==> config.mk <==
export PLATFORM = sky130hd
export DESIGN_NAME = fp_to_fixed_conv_flat
export DESIGN_NICKNAME = d
export VERILOG_FILES = /design/src/rtl/fp_to_fixed_conv_if.sv /design/src/rtl/fp_to_fixed_conv.sv /design/src/flat_wrapper.sv
export SDC_FILE = /design/constraint.sdc
export NUM_CORES = 1
export LEC_CHECK = 0
export ABC_AREA = 1
export CAP_MARGIN = 20
export CORE_MARGIN = 4
export CORE_UTILIZATION = 35
export CTS_BUF_LIST = sky130_fd_sc_hd__clkbuf_16
export CTS_CLUSTER_SIZE = 20
export DETAILED_ROUTE_END_ITERATION = 8
export GPL_TIMING_DRIVEN = 0
export PLACE_DENSITY = 0.53
export SLEW_MARGIN = 20
export SYNTH_ARGS = -nofsm -noshare
export SYNTH_HDL_FRONTEND = slang
export SYNTH_SLANG_ARGS = --single-unit
==> constraint.sdc <==
create_clock -name sys_clk -period 4.8 [get_ports sys_clk]
set_clock_uncertainty 0.15 [all_clocks]
set_input_delay 0.72 -clock sys_clk [delete_from_list [all_inputs] [get_ports sys_clk]]
set_output_delay 0.72 -clock sys_clk [all_outputs]
set_load 0.02 [all_outputs]
==> src/rtl/fp_to_fixed_conv_if.sv <==
// Valid/ready bundle between the float multiplier result and the fixed-point datapath.
// The slave modport is the converter view; the master modport is the producer/consumer view.
interface fp_to_fixed_conv_if #(
    parameter int EXP    = 5,
    parameter int FRA    = 10,
    parameter int INT_W  = 8,
    parameter int FRAC_W = 8
);
    logic                      in_valid;
    logic                      in_ready;
    logic [EXP+FRA:0]          in_data;
    logic [2:0]                in_flag;
    logic                      out_valid;
    logic                      out_ready;
    logic [INT_W+FRAC_W-1:0]   out_data;
    logic [2:0]                out_flag;
    logic [2:0]                out_stat;

    modport slave (
        input  in_valid, in_data, in_flag, out_ready,
        output in_ready, out_valid, out_data, out_flag, out_stat
    );

    modport master (
        output in_valid, in_data, in_flag, out_ready,
        input  in_ready, out_valid, out_data, out_flag, out_stat
    );
endinterface

==> src/rtl/fp_to_fixed_conv.sv <==
// Two-stage float to signed Qm.n converter: decode/align, then round/saturate/sign.
// Rounds to nearest with ties away from zero; saturates on overflow and Inf.
module fp_to_fixed_conv #(
    parameter int EXP    = 5,
    parameter int FRA    = 10,
    parameter int INT_W  = 8,
    parameter int FRAC_W = 8
) (
    input  logic               sys_clk,
    input  logic               sys_rst,
    fp_to_fixed_conv_if.slave  bus
);
    localparam int OW   = INT_W + FRAC_W;
    localparam int MW   = OW + 1;
    localparam int SIGW = FRA + 1;
    localparam int LW   = SIGW + OW;
    localparam int SHW  = 16;
    localparam int BIAS = (1 << (EXP - 1)) - 1;

    localparam logic signed [SHW-1:0] SH_OFF = SHW'(FRAC_W - FRA - BIAS);
    localparam logic [MW-1:0] NEG_LIM = MW'(1) << (OW - 1);
    localparam logic [MW-1:0] POS_LIM = NEG_LIM - MW'(1);

    typedef enum logic [1:0] {
        CL_FIN,
        CL_ZERO,
        CL_INF,
        CL_NAN
    } cls_e;

    logic            dsign;
    logic [EXP-1:0]  dexp;
    logic [FRA-1:0]  dman;
    logic [EXP-1:0]  exp_eff;
    logic [SIGW-1:0] sig;
    logic signed [SHW-1:0] sh;
    logic [SHW-1:0]  ush;
    logic [SHW-1:0]  rsh;
    logic [LW-1:0]   lsh;
    logic [2*SIGW-1:0] rext;
    logic [MW-1:0]   dec_mag;
    logic            dec_g;
    logic            dec_s;
    logic            dec_povf;
    cls_e            dec_cls;

    logic            s1_valid_q, s1_valid_d;
    logic            s1_sign_q, s1_sign_d;
    logic [MW-1:0]   s1_mag_q, s1_mag_d;
    logic            s1_g_q, s1_g_d;
    logic            s1_s_q, s1_s_d;
    logic            s1_povf_q, s1_povf_d;
    cls_e            s1_cls_q, s1_cls_d;
    logic [2:0]      s1_flag_q, s1_flag_d;

    logic            s2_valid_q, s2_valid_d;
    logic [OW-1:0]   s2_data_q, s2_data_d;
    logic [2:0]      s2_flag_q, s2_flag_d;
    logic [2:0]      s2_stat_q, s2_stat_d;

    logic            s1_adv;
    logic            s2_adv;
    logic [MW-1:0]   rnd;
    logic [MW-1:0]   lim;
    logic [OW-1:0]   sat;
    logic [OW-1:0]   res;
    logic            r_nan;
    logic            r_ovf;
    logic            r_inx;

    assign {dsign, dexp, dman} = bus.in_data;

    // Align so the magnitude LSB carries weight 2^-FRAC_W.
    always_comb begin
        dec_cls  = CL_FIN;
        sig      = {1'b1, dman};
        exp_eff  = dexp;
        if (dexp == '0) begin
            sig     = {1'b0, dman};
            exp_eff = EXP'(1);
            dec_cls = (dman == '0) ? CL_ZERO : CL_FIN;
        end else if (dexp == '1) begin
            dec_cls = (dman == '0) ? CL_INF : CL_NAN;
        end
        sh       = $signed({{(SHW-EXP){1'b0}}, exp_eff}) + SH_OFF;
        ush      = sh;
        rsh      = -ush;
        lsh      = '0;
        rext     = '0;
        dec_mag  = '0;
        dec_g    = 1'b0;
        dec_s    = 1'b0;
        dec_povf = 1'b0;
        if (!sh[SHW-1]) begin
            if (ush > SHW'(OW)) begin
                dec_povf = 1'b1;
            end else begin
                lsh      = LW'(sig) << ush;
                dec_povf = |lsh[LW-1:OW];
                dec_mag  = lsh[OW:0];
            end
        end else if (rsh > SHW'(SIGW)) begin
            dec_s = |sig;
        end else begin
            rext    = {sig, {SIGW{1'b0}}} >> rsh;
            dec_mag = MW'(rext[2*SIGW-1:SIGW]);
            dec_g   = rext[SIGW-1];
            dec_s   = |rext[SIGW-2:0];
        end
    end

    assign s2_adv       = bus.out_ready | !s2_valid_q;
    assign s1_adv       = !s1_valid_q | s2_adv;
    assign bus.in_ready = s1_adv;

    always_comb begin
        rnd   = s1_mag_q + MW'(s1_g_q);
        lim   = s1_sign_q ? NEG_LIM : POS_LIM;
        sat   = s1_sign_q ? {1'b1, {(OW-1){1'b0}}} : {1'b0, {(OW-1){1'b1}}};
        res   = s1_sign_q ? -rnd[OW-1:0] : rnd[OW-1:0];
        r_nan = 1'b0;
        r_ovf = 1'b0;
        r_inx = s1_g_q | s1_s_q;
        unique case (s1_cls_q)
            CL_NAN: begin
                res   = '0;
                r_nan = 1'b1;
                r_inx = 1'b0;
            end
            CL_ZERO: begin
                res   = '0;
                r_inx = 1'b0;
            end
            CL_INF: begin
                res   = sat;
                r_ovf = 1'b1;
                r_inx = 1'b0;
            end
            CL_FIN: begin
                if (s1_povf_q || (rnd > lim)) begin
                    res   = sat;
                    r_ovf = 1'b1;
                    r_inx = 1'b1;
                end
            end
        endcase
    end

    always_comb begin
        s1_valid_d = s1_valid_q;
        s1_sign_d  = s1_sign_q;
        s1_mag_d   = s1_mag_q;
        s1_g_d     = s1_g_q;
        s1_s_d     = s1_s_q;
        s1_povf_d  = s1_povf_q;
        s1_cls_d   = s1_cls_q;
        s1_flag_d  = s1_flag_q;
        s2_valid_d = s2_valid_q;
        s2_data_d  = s2_data_q;
        s2_flag_d  = s2_flag_q;
        s2_stat_d  = s2_stat_q;
        if (s1_adv) begin
            s1_valid_d = bus.in_valid;
            if (bus.in_valid) begin
                s1_sign_d = dsign;
                s1_mag_d  = dec_mag;
                s1_g_d    = dec_g;
                s1_s_d    = dec_s;
                s1_povf_d = dec_povf;
                s1_cls_d  = dec_cls;
                s1_flag_d = bus.in_flag;
            end
        end
        if (s2_adv) begin
            s2_valid_d = s1_valid_q;
            if (s1_valid_q) begin
                s2_data_d = res;
                s2_flag_d = s1_flag_q;
                s2_stat_d = {r_nan, r_ovf, r_inx};
            end
        end
    end

    always_ff @(posedge sys_clk) begin
        if (sys_rst) begin
            s1_valid_q <= 1'b0;
            s1_sign_q  <= 1'b0;
            s1_mag_q   <= '0;
            s1_g_q     <= 1'b0;
            s1_s_q     <= 1'b0;
            s1_povf_q  <= 1'b0;
            s1_cls_q   <= CL_ZERO;
            s1_flag_q  <= '0;
            s2_valid_q <= 1'b0;
            s2_data_q  <= '0;
            s2_flag_q  <= '0;
            s2_stat_q  <= '0;
        end else begin
            s1_valid_q <= s1_valid_d;
            s1_sign_q  <= s1_sign_d;
            s1_mag_q   <= s1_mag_d;
            s1_g_q     <= s1_g_d;
            s1_s_q     <= s1_s_d;
            s1_povf_q  <= s1_povf_d;
            s1_cls_q   <= s1_cls_d;
            s1_flag_q  <= s1_flag_d;
            s2_valid_q <= s2_valid_d;
            s2_data_q  <= s2_data_d;
            s2_flag_q  <= s2_flag_d;
            s2_stat_q  <= s2_stat_d;
        end
    end

    assign bus.out_valid = s2_valid_q;
    assign bus.out_data  = s2_data_q;
    assign bus.out_flag  = s2_flag_q;
    assign bus.out_stat  = s2_stat_q;
endmodule
==> src/flat_wrapper.sv <==
// flat-port wrapper written by rule: the top's interface ports become plain ports
module fp_to_fixed_conv_flat 
#(
    parameter int EXP    = 5,
    parameter int FRA    = 10,
    parameter int INT_W  = 8,
    parameter int FRAC_W = 8
)
  (sys_clk, sys_rst, bus_in_valid, bus_in_data, bus_in_flag, bus_out_ready, bus_in_ready, bus_out_valid, bus_out_data, bus_out_flag, bus_out_stat);
  fp_to_fixed_conv_if #(.EXP(EXP), .FRA(FRA), .INT_W(INT_W), .FRAC_W(FRAC_W)) bus_i ();
  input  logic sys_clk;
  input  logic sys_rst;
  input wire logic [$bits(bus_i.in_valid)-1:0] bus_in_valid;
  input wire logic [$bits(bus_i.in_data)-1:0] bus_in_data;
  input wire logic [$bits(bus_i.in_flag)-1:0] bus_in_flag;
  input wire logic [$bits(bus_i.out_ready)-1:0] bus_out_ready;
  output wire logic [$bits(bus_i.in_ready)-1:0] bus_in_ready;
  output wire logic [$bits(bus_i.out_valid)-1:0] bus_out_valid;
  output wire logic [$bits(bus_i.out_data)-1:0] bus_out_data;
  output wire logic [$bits(bus_i.out_flag)-1:0] bus_out_flag;
  output wire logic [$bits(bus_i.out_stat)-1:0] bus_out_stat;
  assign bus_i.in_valid = bus_in_valid;
  assign bus_i.in_data = bus_in_data;
  assign bus_i.in_flag = bus_in_flag;
  assign bus_i.out_ready = bus_out_ready;
  assign bus_in_ready = bus_i.in_ready;
  assign bus_out_valid = bus_i.out_valid;
  assign bus_out_data = bus_i.out_data;
  assign bus_out_flag = bus_i.out_flag;
  assign bus_out_stat = bus_i.out_stat;
  fp_to_fixed_conv #(.EXP(EXP), .FRA(FRA), .INT_W(INT_W), .FRAC_W(FRAC_W)) u_core (.sys_clk(sys_clk), .sys_rst(sys_rst), .bus(bus_i));
endmodule
### Word level (Yosys, flattened, before mapping)

Index checks and enable logic that the tools add are counted.

* add/sub/neg operators: 4
* magnitude comparators: 3
* equal/unequal tests: 4
* shifts and indexed selects: 2
* mux-type cells: 25
* bitwise operators: 3
* reduce and logical (&&, ||, !) cells: 13

Operators with widths (count)
* two-way mux 16 bit: 4
* case mux 16 bit (3 select lines): 1
* two-way mux 17 bit: 2
* negator 16 bit: 2
* left shift 11 x 16 -> 27 bit: 1
* two-way mux 11 bit: 2
* OR reduction 11 bit: 2
* >> shifter 22 x 16 -> 22 bit: 1
* adder 17 x 1 -> 17 bit: 1
* greater-than comparator 17 bit: 1
* greater-than comparator 16 x 4 -> 1 bit, second input constant: 1
* greater-than comparator 16 x 5 -> 1 bit, second input constant: 1
* two-way mux 1 bit: 11
* zero test 10 bit: 1
* OR reduction 10 bit: 1
* adder 6 x 6 -> 7 bit, second input constant: 1
* equality test 5 bit, second input constant: 1
* zero test 5 bit: 1
* two-way mux 5 bit: 1
* equality test 2 bit, second input constant: 2
* two-way mux 2 bit: 2
* case mux 1 bit (2 select lines): 2
* AND reduction 2 bit: 2
* bitwise OR 1 bit: 3
* 6 further kinds: 7

* flip-flop bits (word level): 50
* bits of input ports: 23
* output and inout port bits: 24
* word-level logic and storage cells: 66

### Logic depth before layout (Yosys ltp)

Gate-level depths: netlist of the first run.

* depth after elaboration: 8
* mapped depth: 27
* depth with buffers taken out: 25

### Least setup slack after synthesis of the first run

No wires, ideal clock.

* path type: input to register
* start point: input port bus_in_data[11]
* end point: register u_core.s1_s_q
* library setup time: 67 ps
* arrival time: 3894 ps
* data required time: 4583 ps
* path slack: 689 ps
* stages on the path: 26
* buffers on the path: 4
* path through: buf_6 > nor2_1 > nand3_1 > nand2_1 > inv_1 > buf_2 > ha_1 > nand2_1 > nand2_1 > buf_4 > nor3_2 > nand2_1 > ha_1 > nand2_1 > nor3_1 > clkbuf_1 > nand4_1 > nand3_1 > nand2_1 > nand2_1 > nor2_1 > nand2_1 > nand2_1 > nand2_1 > nand2_1 > a21oi_2

* cells in the longest elaborated chain, start to end: 8
* elaborated cells between the ends (all ways): 11
* those cells by class: add/sub (2); order compare (1); shift (1); mux (4); reduce/logical (3)

RTL lines
* start: declaration: line flat_wrapper.sv:14 `input wire logic [$bits(bus_i.in_data)-1:0] bus_in_data;`
* zero test 5 bit: line fp_to_fixed_conv.sv:78 `if (dexp == '0) begin`
* two-way mux 5 bit: line fp_to_fixed_conv.sv:78
* adder 6 x 6 -> 7 bit: line fp_to_fixed_conv.sv:85 `sh = $signed({{(SHW-EXP){1'b0}}, exp_eff}) + SH_OFF;`
* negator 16 bit: line fp_to_fixed_conv.sv:87 `rsh = -ush;`
* >> shifter 22 x 16 -> 22 bit: line fp_to_fixed_conv.sv:105 `rext = {sig, {SIGW{1'b0}}} >> rsh;`
* OR reduction 10 bit: line fp_to_fixed_conv.sv:108 `dec_s = |rext[SIGW-2:0];`
* two-way mux 1 bit: line fp_to_fixed_conv.sv:102 `end else if (rsh > SHW'(SIGW)) begin`
* two-way mux 1 bit *: line fp_to_fixed_conv.sv:94 `if (!sh[SHW-1]) begin`
* end signal: assignment: line fp_to_fixed_conv.sv:203 `s1_s_q <= s1_s_d;`
* end: declaration: line fp_to_fixed_conv.sv:51 `logic s1_s_q, s1_s_d;`

Every way passes the cells marked *; elsewhere a longest branch is shown, timed or not.
A chain may end at the register's enable or synchronous reset.

### Final worst setup path of the first run

* start point: input port bus_in_data[13]
* end point: register u_core.s1_mag_q[3]

* cells in the longest elaborated chain, start to end: 7
* elaborated cells between the ends (all ways): 12
* those cells by class: add/sub (2); order compare (2); shift (2); mux (5); reduce/logical (1)

RTL lines
* zero test 5 bit: line fp_to_fixed_conv.sv:78
* two-way mux 5 bit: line fp_to_fixed_conv.sv:78
* adder 6 x 6 -> 7 bit: line fp_to_fixed_conv.sv:85
* negator 16 bit: line fp_to_fixed_conv.sv:87
* greater-than comparator 16 x 4 -> 1 bit or >> shifter 22 x 16 -> 22 bit (tied branches): line fp_to_fixed_conv.sv:102, fp_to_fixed_conv.sv:105
* two-way mux 11 bit: line fp_to_fixed_conv.sv:102
* two-way mux 17 bit *: line fp_to_fixed_conv.sv:94
* end signal: assignment: line fp_to_fixed_conv.sv:201 `s1_mag_q <= s1_mag_d;`
* end: declaration: line fp_to_fixed_conv.sv:49 `logic [MW-1:0] s1_mag_q, s1_mag_d;`

Marks and branches as above.

==> report_table.html, run 1 <==
<table>
<tr><th>Metric</th><th>Value</th></tr>
<tr><th colspan="2">Outcome</th></tr>
<tr><td>Outcome</td><td>finished, final reports clean</td></tr>
<tr><th colspan="2">Floorplanning</th></tr>
<tr><td>Core footprint</td><td>0.0128 mm2</td></tr>
<tr><td>Effective utilization at floorplan</td><td>between 30% and 40%</td></tr>
<tr><td>Die ar.</td><td>0.0152 mm2</td></tr>
<tr><td>Die Wd</td><td>123 um</td></tr>
<tr><td>Y dimension of the die</td><td>123 um</td></tr>
<tr><td>Site Rows</td><td>just over 40</td></tr>
<tr><td>I/O pins</td><td>47</td></tr>
<tr><th colspan="2">Clocking</th></tr>
<tr><td>Clock transition at the registers of the reported paths</td><td>0.07 ns</td></tr>
<tr><td>Clock tree from TritonCTS</td><td>yes</td></tr>
<tr><td>Worst skew pair latency</td><td>0.30 ns</td></tr>
<tr><td>CTS Buf Count</td><td>5</td></tr>
<tr><td>TritonCTS sink count</td><td>50</td></tr>
<tr><td>Buffer levels on the longest clock path</td><td>2</td></tr>
<tr><td>Buffer cell driving the clock tree root</td><td>sky130_fd_sc_hd__clkbuf_16</td></tr>
<tr><td>Number of H-tree branching levels</td><td>2</td></tr>
<tr><td>CTS Hold Buffers Added</td><td>0</td></tr>
<tr><th colspan="2">Place</th></tr>
<tr><td>DP HPWL</td><td>12300 um</td></tr>
<tr><td>Number of buffers inserted by port buffering</td><td>44</td></tr>
<tr><td>RePlAce Congestion</td><td>~0.92</td></tr>
<tr><td>Place WS</td><td>-0.517 ns</td></tr>
<tr><th colspan="2">Layout</th></tr>
<tr><td>Final Net Count</td><td>roughly 860</td></tr>
<tr><td>Commonest non-fill, non-tap cell in the layout</td><td>sky130_fd_sc_hd__nand2_1</td></tr>
<tr><td>Footprint of the flip-flops and latches</td><td>approximately 0.001 mm2</td></tr>
<tr><td>Antenna Cells</td><td>0</td></tr>
<tr><td>Multi-input gate area in the final layout</td><td>0.00325 mm2</td></tr>
<tr><td>Final standard cell utilization of the core</td><td>43.3%</td></tr>
<tr><td>Fraction of final layout cells sized beyond drive strength 1</td><td>9.14%</td></tr>
<tr><td>Commonest cells after routing, fill and taps aside</td><td>sky130_fd_sc_hd__nand2_1, sky130_fd_sc_hd__o21ai_0, sky130_fd_sc_hd__inv_1, sky130_fd_sc_hd__nand3_1, sky130_fd_sc_hd__a21oi_1</td></tr>
<tr><td>Number of filler cells placed in the layout</td><td>1400</td></tr>
<tr><td>Layout area overhead</td><td>19.5%</td></tr>
<tr><th colspan="2">Timing</th></tr>
<tr><td>Achievable clock frequency</td><td>roughly 220 MHz</td></tr>
<tr><td>Transition time of the tightest slew-check pin</td><td>about 0.76 ns</td></tr>
<tr><td>Final Setup Violations</td><td>0</td></tr>
<tr><td>Ratio of final minimum period to clock period</td><td>95.6%</td></tr>
<tr><td>TNS Setup</td><td>0 ns</td></tr>
<tr><td>Max-slew violation total from the final report</td><td>0</td></tr>
<tr><td>Post-route worst setup slack</td><td>0.210 ns</td></tr>
<tr><td>Clock period minus final worst setup slack</td><td>4.59 ns</td></tr>
<tr><td>Max-slew headroom at the worst pin</td><td>48.7%</td></tr>
<tr><td>Number of hold-slack violations in the final timing report</td><td>0</td></tr>
<tr><th colspan="2">Setup path</th></tr>
<tr><td>Startpoint of the most critical setup path</td><td>bus_in_data[13]</td></tr>
<tr><td>Crit path buf inv count</td><td>4</td></tr>
<tr><td>Type of the setup path with the least slack</td><td>input port to flop</td></tr>
<tr><td>Crit Reg-Reg Startpoint</td><td>u_core.s1_g_q</td></tr>
<tr><td>Arr. time, crit path</td><td>~4.7 ns</td></tr>
<tr><td>Delay contributed by the slowest stage of the critical path</td><td>0.47 ns</td></tr>
<tr><td>Cell seen most often among critical-path stages</td><td>sky130_fd_sc_hd__nand2_1</td></tr>
<tr><td>Cell-by-cell trace of the critical path</td><td>clkdlybuf4s50_1 -&gt; nor2_2 -&gt; nand3_2 -&gt; nand2_1 -&gt; inv_1 -&gt; clkbuf_4 -&gt; ha_1 -&gt; nand2_1 -&gt; nand2_1 -&gt; buf_4 -&gt; nor3_4 -&gt; nand2_1 -&gt; ha_1 -&gt; nand2_1 -&gt; nor3_4 -&gt; a21boi_4 -&gt; o21ai_1 -&gt; nor2_4 -&gt; nand2_4 -&gt; nor2_8 -&gt; nand3_1 -&gt; a221oi_2</td></tr>
<tr><td>Worst-path maximum fanout</td><td>10</td></tr>
<tr><td>Largest delay contributor family on the critical path</td><td>simple AND/OR/NAND/NOR gates</td></tr>
<tr><td>Crit path max-delay cell type</td><td>sky130_fd_sc_hd__clkdlybuf4s50_1</td></tr>
<tr><td>Flop2flop setup slack</td><td>0.64 ns</td></tr>
<tr><td>Nature of the critical path endpoint</td><td>flop</td></tr>
<tr><td>Req. time, crit path</td><td>4.86 ns</td></tr>
<tr><td>Startpoint type of the worst setup path</td><td>input port</td></tr>
<tr><th colspan="2">Global route</th></tr>
<tr><td>Aggregate global routing overflow</td><td>0</td></tr>
<tr><td>Wire length of the first global-routing pass</td><td>24800 um</td></tr>
<tr><td>Total Routing Usage GR</td><td>about a fifth</td></tr>
<tr><td>Number of global-route vias before repair</td><td>5038</td></tr>
<tr><td>Maximum number of pins on one net before global-route repair</td><td>18</td></tr>
<tr><td>Initial antenna violation count</td><td>0</td></tr>
<tr><th colspan="2">Yosys</th></tr>
<tr><td>Warnings, synthesis</td><td>0</td></tr>
<tr><td>Asr flop ratio synth</td><td>0%</td></tr>
<tr><td>Count of unique library cells instantiated by Yosys</td><td>49</td></tr>
<tr><td>Top cell type's share of synthesized area</td><td>between 20% and 30%</td></tr>
<tr><td>Dominant register cell in the synthesized netlist</td><td>sky130_fd_sc_hd__dfxtp_1</td></tr>
<tr><td>Post-synthesis instance area</td><td>0.00465 mm2</td></tr>
<tr><td>Register area share after synthesis</td><td>21.5%</td></tr>
<tr><td>FF+latch count, synth</td><td>50</td></tr>
<tr><td>Net count after synthesis</td><td>803</td></tr>
<tr><td>Number of flops mapped to enable cells by yosys</td><td>0</td></tr>
<tr><td>Synth area leader</td><td>sky130_fd_sc_hd__dfxtp_1</td></tr>
<tr><td>Cells taking the most area after synthesis</td><td>sky130_fd_sc_hd__dfxtp_1, sky130_fd_sc_hd__nand2_1, sky130_fd_sc_hd__o21ai_0, sky130_fd_sc_hd__nand3_1, sky130_fd_sc_hd__ha_1</td></tr>
<tr><td>Average size of a mapped cell</td><td>6.15 um2</td></tr>
<tr><td>Synthesized instance count</td><td>756</td></tr>
<tr><th colspan="2">Min path</th></tr>
<tr><td>Hold path start</td><td>u_core.s1_povf_q</td></tr>
<tr><td>Worst min path class</td><td>flop to flop</td></tr>
<tr><th colspan="2">Power and ir drop</th></tr>
<tr><td>Share of total power consumed by net switching</td><td>36.6%</td></tr>
<tr><td>Power Density</td><td>239 mW/mm2</td></tr>
<tr><td>Peak ir drop on the vdd network</td><td>roughly 130 uV</td></tr>
<tr><td>Portion of total power attributed to the clock network</td><td>31.9%</td></tr>
<tr><td>P_int</td><td>about 840 uW</td></tr>
<tr><td>Switching Power</td><td>486 uW</td></tr>
<tr><td>Sequential group share of total power</td><td>34.8%</td></tr>
<tr><td>Leak</td><td>2.47 nW</td></tr>
<tr><td>Proportion of power drawn by combinational gates</td><td>33.3%</td></tr>
<tr><th colspan="2">Detailed routing</th></tr>
<tr><td>Pre-Repair DR Iteration Count</td><td>5</td></tr>
<tr><td>Routed len/inst</td><td>15.3 um</td></tr>
<tr><td>Post-DR vias/cell</td><td>~5.4</td></tr>
<tr><td>1st-iter DRT viols</td><td>roughly 380</td></tr>
<tr><td>Via count</td><td>between 5000 and 6000</td></tr>
<tr><td>WL final</td><td>approximately 15000 um</td></tr>
<tr><td>Antenna-violating nets left</td><td>0</td></tr>
<tr><td>Number of design rule violations left after detail routing</td><td>0</td></tr>
<tr><th colspan="2">Job</th></tr>
<tr><td>Max-cap violations</td><td>0</td></tr>
</table>
[logic make-up after synthesis]
logic type / Yosys count / synth area share, %
compound gates: 169 / 20.7
xor+xnor: 8 / 1.51
fa+ha+maj: 24 / 6.46
buf+inv: 111 / 9.66
flops: 50 / 21.5
mux: 4 / 0.861
simple gates: 390 / 39.2
[sequential cells by signal, indices dropped and copies added (netlist names)]
signal                cells
u_core.s1_sign_q          1
u_core.s1_s_q             1
u_core.s1_mag_q          17
u_core.bus.out_stat       3
u_core.s1_g_q             1
u_core.bus.out_data      16
u_core.bus.out_flag       3
u_core.s1_povf_q          1
u_core.bus.out_valid      1
u_core.s1_valid_q         1
u_core.s1_flag_q          3
u_core.s1_cls_q           2
[worst min-delay path, stage by stage, from the launching register on]
cell,delay (ns)
sky130_fd_sc_hd__dfxtp_1,0.31
sky130_fd_sc_hd__nand2_1,0.06
sky130_fd_sc_hd__a21oi_1,0.06
[synthesized netlist by cell type, types with 2 or more instances]
master,count
sky130_fd_sc_hd__or2_2,2
sky130_fd_sc_hd__dfxtp_1,50
sky130_fd_sc_hd__xnor2_1,3
sky130_fd_sc_hd__o21ai_0,76
sky130_fd_sc_hd__nand2_2,7
sky130_fd_sc_hd__nor3_2,3
sky130_fd_sc_hd__nand2_1,191
sky130_fd_sc_hd__nand3_2,5
sky130_fd_sc_hd__or2_1,2
sky130_fd_sc_hd__nand3_1,62
sky130_fd_sc_hd__a221oi_1,2
sky130_fd_sc_hd__o31ai_1,2
sky130_fd_sc_hd__clkbuf_1,22
sky130_fd_sc_hd__a31oi_1,10
sky130_fd_sc_hd__ha_1,24
sky130_fd_sc_hd__nor3_1,19
sky130_fd_sc_hd__a21oi_1,51
sky130_fd_sc_hd__buf_1,3
sky130_fd_sc_hd__nand4_1,32
sky130_fd_sc_hd__buf_4,4
sky130_fd_sc_hd__xor2_1,5
sky130_fd_sc_hd__nor2_1,50
sky130_fd_sc_hd__inv_2,6
sky130_fd_sc_hd__buf_2,7
sky130_fd_sc_hd__nor4_1,3
sky130_fd_sc_hd__mux2i_1,4
sky130_fd_sc_hd__o211ai_1,11
sky130_fd_sc_hd__a221oi_2,3
sky130_fd_sc_hd__nor2_2,5
sky130_fd_sc_hd__nor2_4,2
sky130_fd_sc_hd__inv_1,66
sky130_fd_sc_hd__a21oi_2,2
sky130_fd_sc_hd__nor4_2,2
sky130_fd_sc_hd__o21ai_1,5
[layout make-up]
cell class / instances / share of cell area, %
buffer: 37 / 3.15
clock buffer: 5 / 2.25
clock inverter: 3 / 0.878
inverter: 74 / 5.02
multi-input combinational: 595 / 58.5
sequential: 50 / 18.0
tap: 172 / 3.87
timing repair buffer: 46 / 8.33
[power groups by stage]
stage                     registers [mW]  clock network, mW  logic, mW
after CTS                          0.463              0.433      0.434
final                              0.462              0.425      0.443
after global placement             0.472                  0      0.430
after floorplan                    0.482                  0      0.283
after global routing               0.466              0.453      0.499
after detailed placement           0.472                  0      0.432
[routing by layer]
layer / wire [um] / GRT usage (%) / up-vias
met5: 0 / 0 / -
met4: 208 / 4.22 / 0
met3: 524 / 2.38 / 15
met2: 6750 / 32.1 / 122
met1: 7520 / 29.4 / 2451
li1: - / - / 2694
[stage by stage]
step                std cells  hold WS, ns  area, um2  power [mW]
floorplan                 756        0.295       4650       0.766
global placement          972        0.307       5300       0.901
detailed placement        972        0.307       5300       0.904
CTS                       980        0.318       5480        1.33
global route              982        0.349       5560        1.42
finish                    982        0.318       5560        1.33
[what timing repair did]
| action | 4_1_cts | 5_1_grt |
|---|---|---|
| gates resized for setup | 2 | 15 |
| endpoints found under the setup margin | 13 | 13 |
| pin swaps | 0 | 1 |
| setup buffers | 0 | 2 |
[final timing paths]
path,endpoint,cells past startpoint
worst min register to register,u_core.s1_povf_q,2
worst min-delay path,u_core.s1_povf_q,2
worst max register to register,u_core.bus.out_data[13],20
worst max-delay path,u_core.s1_mag_q[3],22
No activity file was read; power rests on OpenSTA's default activity.
==> inputs of run 2 (changes only) <==
- PLACE_DENSITY: 0.53 -> 0.55
- clock period: 4.8 -> 3.8 ns (I/O delays scaled with it)
==> report_table.html, run 2 (synthesized netlist as in run 1, its figures left out) <==
<table>
<tr><th>Metric</th><th>Value</th></tr>
<tr><th colspan="2">Layout</th></tr>
<tr><td>Fraction of final layout cells sized beyond drive strength 1</td><td>14.6%</td></tr>
<tr><td>Final standard cell utilization of the core</td><td>between 40% and 50%</td></tr>
<tr><td>Flip-flop count of the largest register after layout</td><td>17</td></tr>
<tr><td>Commonest non-fill, non-tap cell in the layout</td><td>sky130_fd_sc_hd__nand2_1</td></tr>
<tr><td>Layout area overhead</td><td>25.8%</td></tr>
<tr><td>Final Net Count</td><td>874</td></tr>
<tr><td>Commonest cells after routing, fill and taps aside</td><td>sky130_fd_sc_hd__nand2_1, sky130_fd_sc_hd__o21ai_0, sky130_fd_sc_hd__inv_1, sky130_fd_sc_hd__nand3_1, sky130_fd_sc_hd__a21oi_1</td></tr>
<tr><td>Register containing the most flip-flops in the final layout</td><td>u_core.s1_mag_q</td></tr>
<tr><td>Antenna Cells</td><td>0</td></tr>
<tr><th colspan="2">Global route</th></tr>
<tr><td>Maximum number of pins on one net before global-route repair</td><td>17</td></tr>
<tr><td>Wire length of the first global-routing pass</td><td>25700 um</td></tr>
<tr><td>Number of global-route vias before repair</td><td>5074</td></tr>
<tr><td>Total Routing Usage GR</td><td>a little over a fifth</td></tr>
<tr><td>Aggregate global routing overflow</td><td>0</td></tr>
<tr><td>Initial antenna violation count</td><td>0</td></tr>
<tr><th colspan="2">Job</th></tr>
<tr><td>Max-cap violations</td><td>0</td></tr>
<tr><th colspan="2">Clocking</th></tr>
<tr><td>Number of H-tree branching levels</td><td>2</td></tr>
<tr><td>CTS Hold Buffers Added</td><td>0</td></tr>
<tr><td>TritonCTS sink count</td><td>50</td></tr>
<tr><td>Buffer levels on the longest clock path</td><td>2</td></tr>
<tr><td>Clock transition at the registers of the reported paths</td><td>0.07 ns</td></tr>
<tr><td>CTS Buf Count</td><td>5</td></tr>
<tr><td>Buffer cell driving the clock tree root</td><td>sky130_fd_sc_hd__clkbuf_16</td></tr>
<tr><td>Worst skew pair latency</td><td>0.29 ns</td></tr>
<tr><td>Clock tree from TritonCTS</td><td>yes</td></tr>
<tr><th colspan="2">Power and ir drop</th></tr>
<tr><td>Power Density</td><td>292 mW/mm2</td></tr>
<tr><td>Leak</td><td>2.58 nW</td></tr>
<tr><td>Peak ir drop on the vdd network</td><td>188 uV</td></tr>
<tr><td>Final Total Pwr</td><td>roughly 1.7 mW</td></tr>
<tr><th colspan="2">Timing</th></tr>
<tr><td>Number of hold-slack violations in the final timing report</td><td>0</td></tr>
<tr><td>TNS Setup</td><td>0 ns</td></tr>
<tr><td>Clock period minus final worst setup slack</td><td>3.61 ns</td></tr>
<tr><td>Ratio of final minimum period to clock period</td><td>95.1%</td></tr>
<tr><td>Max-slew headroom at the worst pin</td><td>48.2%</td></tr>
<tr><td>Achievable clock frequency</td><td>277 MHz</td></tr>
<tr><td>Final Setup Violations</td><td>0</td></tr>
<tr><td>Max-slew violation total from the final report</td><td>0</td></tr>
<tr><td>Transition time of the tightest slew-check pin</td><td>0.771 ns</td></tr>
<tr><th colspan="2">Setup path</th></tr>
<tr><td>Arr. time, crit path</td><td>3.68 ns</td></tr>
<tr><td>Cell seen most often among critical-path stages</td><td>sky130_fd_sc_hd__nand2_1</td></tr>
<tr><td>Type of the setup path with the least slack</td><td>input port to flop</td></tr>
<tr><td>Crit path max-delay cell type</td><td>sky130_fd_sc_hd__clkdlybuf4s15_1</td></tr>
<tr><td>Startpoint type of the worst setup path</td><td>input port</td></tr>
<tr><td>Req. time, crit path</td><td>a little under 4 ns</td></tr>
<tr><td>Nature of the critical path endpoint</td><td>flop</td></tr>
<tr><td>Worst-path maximum fanout</td><td>10</td></tr>
<tr><td>Delay contributed by the slowest stage of the critical path</td><td>0.27 ns</td></tr>
<tr><th colspan="2">Outcome</th></tr>
<tr><td>Outcome</td><td>finished, final reports clean</td></tr>
<tr><th colspan="2">Floorplanning</th></tr>
<tr><td>Effective utilization at floorplan</td><td>between 30% and 40%</td></tr>
<tr><td>Core footprint</td><td>0.0128 mm2</td></tr>
<tr><td>Y dimension of the die</td><td>~120 um</td></tr>
<tr><td>I/O pins</td><td>47</td></tr>
<tr><td>Site Rows</td><td>41</td></tr>
<tr><td>Die ar.</td><td>0.0152 mm2</td></tr>
<tr><td>Die Wd</td><td>123 um</td></tr>
<tr><th colspan="2">Detailed routing</th></tr>
<tr><td>Via count</td><td>5382</td></tr>
<tr><td>1st-iter DRT viols</td><td>403</td></tr>
<tr><td>Number of design rule violations left after detail routing</td><td>0</td></tr>
<tr><td>Antenna-violating nets left</td><td>0</td></tr>
<tr><td>WL final</td><td>15400 um</td></tr>
<tr><td>Routed len/inst</td><td>15.4 um</td></tr>
<tr><td>Post-DR vias/cell</td><td>roughly 5.4</td></tr>
<tr><td>Pre-Repair DR Iteration Count</td><td>5</td></tr>
<tr><th colspan="2">Place</th></tr>
<tr><td>RePlAce Congestion</td><td>0.882</td></tr>
<tr><td>DP HPWL</td><td>12300 um</td></tr>
<tr><td>Number of buffers inserted by port buffering</td><td>44</td></tr>
<tr><th colspan="2">Min path</th></tr>
<tr><td>Worst min path class</td><td>flop to flop</td></tr>
</table>
run 2: changes by cell type in the layout (fill, tap and decap cells not counted), moves of 5 or more:
cell,before,now
sky130_fd_sc_hd__buf_4,6,23
sky130_fd_sc_hd__nand2_1,191,184
sky130_fd_sc_hd__buf_2,7,2
sky130_fd_sc_hd__inv_1,66,61
sky130_fd_sc_hd__nand2_2,7,13
sky130_fd_sc_hd__buf_6,1,8
run 2: path summary, 6_finish.rpt:
kind / start / end / slack (ns) / cells past startpoint
max: bus_in_data[14] / u_core.s1_s_q / 0.19 / 26
min: u_core.bus.out_stat[2] / u_core.bus.out_stat[2] / 0.32 / 2
max reg2reg: u_core.s1_g_q / u_core.bus.out_data[5] / 0.30 / 21
min reg2reg: u_core.bus.out_stat[2] / u_core.bus.out_stat[2] / 0.32 / 2
run 2: per-stage QoR:
stage               std cells  hold slack, ns  instance area [um2]  worst slack (ns)
floorplan                 756           0.295                 4660           0.00689
detailed placement        972           0.309                 5310             -1.11
CTS                       987           0.321                 5620           0.00384
global placement          972           0.310                 5310             -1.06
finish                   1000           0.322                 5850             0.187
global route             1000           0.339                 5850           -0.0493
run 2: per-layer routing:
metal | routed length [um] | GRT usage [%] | part of all wire, % | up-vias
li1 | - | - | - | 2728
met1 | 7610 | 30.7 | 49 | 2490
met2 | 6940 | 33.1 | 45 | 142
met3 | 675 | 2.47 | 4.4 | 22
met4 | 195 | 3.60 | 1.3 | 0
met5 | 0 | 0 | 0 | -
run 2: repair_timing:
item / 4_1_cts / 5_1_grt
resized for setup: 31 / 44
setup buffers: 8 / 13
pin swaps: 8 / 24
endpoints found under the hold margin: 0 / 0
setup endpoints to repair: 31 / 31
run 2: layout make-up:
class                   count  area (um2)
fillers                  1412        6980
multi-input cells         595        3370
flip-flops and latches     50        1010
repair buffers             65         601
inverters                  74         283
well taps                 172         215
plain buffers              36         203
clock buffers               5         125
clock inverters             3        43.8
run 2: critical path: cells and delay by family:
kind,cells,cell delay (ns)
AO/OA/AOI/OAI,1,0.11
adder cells (fa/ha/maj),2,0.46
AND/OR/NAND/NOR,17,1.60
buffers and inverters,6,0.93
run 2: where the power goes:
group          switching, mW  total (mW)  internal (mW)
sequential            0.0283       0.585          0.557
clock                  0.209       0.522          0.312
combinational          0.381       0.601          0.220
total                  0.619        1.71           1.09
==> inputs of run 3 (changes only) <==
- PLACE_DENSITY: 0.55 -> 0.53
==> report_table.html, run 3 (synthesized netlist as in run 1, its figures left out) <==
<table>
<tr><th>Metric</th><th>Value</th></tr>
<tr><th colspan="2">Setup path</th></tr>
<tr><td>Delay contributed by the slowest stage of the critical path</td><td>0.30 ns</td></tr>
<tr><td>Crit path max-delay cell type</td><td>sky130_fd_sc_hd__ha_2</td></tr>
<tr><td>Worst-path maximum fanout</td><td>10</td></tr>
<tr><td>Cell seen most often among critical-path stages</td><td>sky130_fd_sc_hd__nand2_1</td></tr>
<tr><td>Arr. time, crit path</td><td>3.72 ns</td></tr>
<tr><td>Req. time, crit path</td><td>slightly below 4 ns</td></tr>
<tr><td>Startpoint type of the worst setup path</td><td>input port</td></tr>
<tr><td>Type of the setup path with the least slack</td><td>input port to flop</td></tr>
<tr><td>Nature of the critical path endpoint</td><td>flop</td></tr>
<tr><th colspan="2">Floorplanning</th></tr>
<tr><td>Site Rows</td><td>41</td></tr>
<tr><td>Die ar.</td><td>0.0152 mm2</td></tr>
<tr><td>Core footprint</td><td>between 0.01 and 0.015 mm2</td></tr>
<tr><td>Die Wd</td><td>123 um</td></tr>
<tr><td>I/O pins</td><td>between 40 and 50</td></tr>
<tr><td>Y dimension of the die</td><td>123 um</td></tr>
<tr><td>Effective utilization at floorplan</td><td>36.2%</td></tr>
<tr><th colspan="2">Global route</th></tr>
<tr><td>Maximum number of pins on one net before global-route repair</td><td>17</td></tr>
<tr><td>Total Routing Usage GR</td><td>20.8%</td></tr>
<tr><td>Number of global-route vias before repair</td><td>5056</td></tr>
<tr><td>Wire length of the first global-routing pass</td><td>25400 um</td></tr>
<tr><td>Initial antenna violation count</td><td>0</td></tr>
<tr><td>Aggregate global routing overflow</td><td>0</td></tr>
<tr><th colspan="2">Layout</th></tr>
<tr><td>Final Net Count</td><td>877</td></tr>
<tr><td>Fraction of final layout cells sized beyond drive strength 1</td><td>15.3%</td></tr>
<tr><td>Design Area, Final</td><td>0.00588 mm2</td></tr>
<tr><td>Commonest cells after routing, fill and taps aside</td><td>sky130_fd_sc_hd__nand2_1, sky130_fd_sc_hd__o21ai_0, sky130_fd_sc_hd__inv_1, sky130_fd_sc_hd__nand3_1, sky130_fd_sc_hd__a21oi_1</td></tr>
<tr><td>Antenna Cells</td><td>0</td></tr>
<tr><td>Layout area overhead</td><td>26.5%</td></tr>
<tr><td>Final standard cell utilization of the core</td><td>45.8%</td></tr>
<tr><td>Flip-flop count of the largest register after layout</td><td>17</td></tr>
<tr><td>Commonest non-fill, non-tap cell in the layout</td><td>sky130_fd_sc_hd__nand2_1</td></tr>
<tr><td>Register containing the most flip-flops in the final layout</td><td>u_core.s1_mag_q</td></tr>
<tr><th colspan="2">Timing</th></tr>
<tr><td>Ratio of final minimum period to clock period</td><td>96.0%</td></tr>
<tr><td>RSZ-0062 raised after global routing</td><td>true</td></tr>
<tr><td>Achievable clock frequency</td><td>274 MHz</td></tr>
<tr><td>Max-slew violation total from the final report</td><td>0</td></tr>
<tr><td>Final Setup Violations</td><td>0</td></tr>
<tr><td>Clock period minus final worst setup slack</td><td>3.65 ns</td></tr>
<tr><td>Post-route worst setup slack</td><td>0.151 ns</td></tr>
<tr><td>Max-slew headroom at the worst pin</td><td>48.2%</td></tr>
<tr><td>Transition time of the tightest slew-check pin</td><td>0.770 ns</td></tr>
<tr><td>Number of hold-slack violations in the final timing report</td><td>0</td></tr>
<tr><th colspan="2">Detailed routing</th></tr>
<tr><td>Routed len/inst</td><td>15.5 um</td></tr>
<tr><td>Number of design rule violations left after detail routing</td><td>0</td></tr>
<tr><td>Via count</td><td>5417</td></tr>
<tr><td>WL final</td><td>15500 um</td></tr>
<tr><td>Pre-Repair DR Iteration Count</td><td>5</td></tr>
<tr><td>Antenna-violating nets left</td><td>0</td></tr>
<tr><td>Post-DR vias/cell</td><td>5.40</td></tr>
<tr><td>1st-iter DRT viols</td><td>approximately 400</td></tr>
<tr><th colspan="2">Clocking</th></tr>
<tr><td>TritonCTS sink count</td><td>50</td></tr>
<tr><td>Number of H-tree branching levels</td><td>2</td></tr>
<tr><td>Buffer cell driving the clock tree root</td><td>sky130_fd_sc_hd__clkbuf_16</td></tr>
<tr><td>Clock transition at the registers of the reported paths</td><td>around 0.07 ns</td></tr>
<tr><td>Worst skew pair latency</td><td>0.29 ns</td></tr>
<tr><td>CTS Hold Buffers Added</td><td>0</td></tr>
<tr><td>Clock tree from TritonCTS</td><td>yes</td></tr>
<tr><td>Buffer levels on the longest clock path</td><td>2</td></tr>
<tr><td>CTS Buf Count</td><td>5</td></tr>
<tr><th colspan="2">Place</th></tr>
<tr><td>RePlAce Congestion</td><td>0.918</td></tr>
<tr><td>Place WS</td><td>-1.12 ns</td></tr>
<tr><td>DP HPWL</td><td>~12000 um</td></tr>
<tr><td>DP Area</td><td>about 0.0053 mm2</td></tr>
<tr><td>Number of buffers inserted by port buffering</td><td>44</td></tr>
<tr><th colspan="2">Outcome</th></tr>
<tr><td>Outcome</td><td>finished, final reports clean</td></tr>
<tr><th colspan="2">Job</th></tr>
<tr><td>Max-cap violations</td><td>0</td></tr>
<tr><th colspan="2">Power and ir drop</th></tr>
<tr><td>Power Density</td><td>279 mW/mm2</td></tr>
<tr><td>Peak ir drop on the vdd network</td><td>171 uV</td></tr>
<tr><td>Leak</td><td>roughly 2.6 nW</td></tr>
<tr><th colspan="2">Min path</th></tr>
<tr><td>Worst min path class</td><td>flop to flop</td></tr>
</table>
==> run 3: cell count changes in the layout (fill, tap and decap cells not counted), moves of 3 or more <==
| cell | change |
|---|---|
| sky130_fd_sc_hd__clkdlybuf4s15_1 | -3 |
| sky130_fd_sc_hd__nand3_1 | -3 |
| sky130_fd_sc_hd__nand2_2 | -4 |
| sky130_fd_sc_hd__o21ai_1 | +3 |
| sky130_fd_sc_hd__nand3_2 | +4 |
| sky130_fd_sc_hd__dlygate4sd2_1 | +3 |
==> run 3: cell type report <==
cell class,instances,area (um2)
clock inverters,3,20.0
fillers,1419,6950
well taps,172,215
multi-input cells,595,3390
repair buffers,68,629
plain buffers,36,208
inverters,74,282
flip-flops and latches,50,1010
clock buffers,5,125
==> run 3: layer usage <==
layer	track usage (%)	wire length [um]	vias to the layer above
met4	4.50	202	0
li1	-	-	2735
met2	33.4	7130	131
met1	30.1	7720	2537
met5	0	0	-
met3	2.10	463	14
==> run 3: power breakdown <==
group / switching, mW / internal (mW)
clock: 0.206 / 0.245
sequential: 0.0302 / 0.557
combinational: 0.382 / 0.218
total: 0.618 / 1.02
==> run 3: worst paths after layout <==
check / startpoint / to / slack (ns) / depth (start not counted)
worst min-delay path: u_core.bus.out_stat[2] / u_core.bus.out_stat[2] / 0.32 / 2
worst max-delay path: bus_in_data[12] / u_core.s1_s_q / 0.15 / 25
worst min register to register: u_core.bus.out_stat[2] / u_core.bus.out_stat[2] / 0.32 / 2
worst max register to register: u_core.s1_g_q / u_core.bus.out_data[13] / 0.25 / 21
==> run 3: timing repair <==
item	in CTS	in global routing
setup endpoints to repair	30	31
buffers inserted	10	14
pin swaps	9	23
gates resized for setup	30	46
==> run 3: per-stage QoR <==
step	hold WS, ns	instances	TNS (ns)	power, mW
after floorplan	0.295	756	0	0.968
after global routing	0.340	1003	-0.360	1.75
final	0.323	1003	0	1.64
after global placement	0.308	972	-20.70	1.14
after detailed placement	0.310	972	-21.09	1.14
after CTS	0.324	989	0	1.62
==> run 3: worst max-delay path: cells and delay by family <==
family / cells / cell delay (ns)
AOI/OAI and AO/OA: 2 / 0.26
adders and majority gates: 2 / 0.57
buffers and inverters: 5 / 0.80
and+or+nand+nor: 16 / 1.51
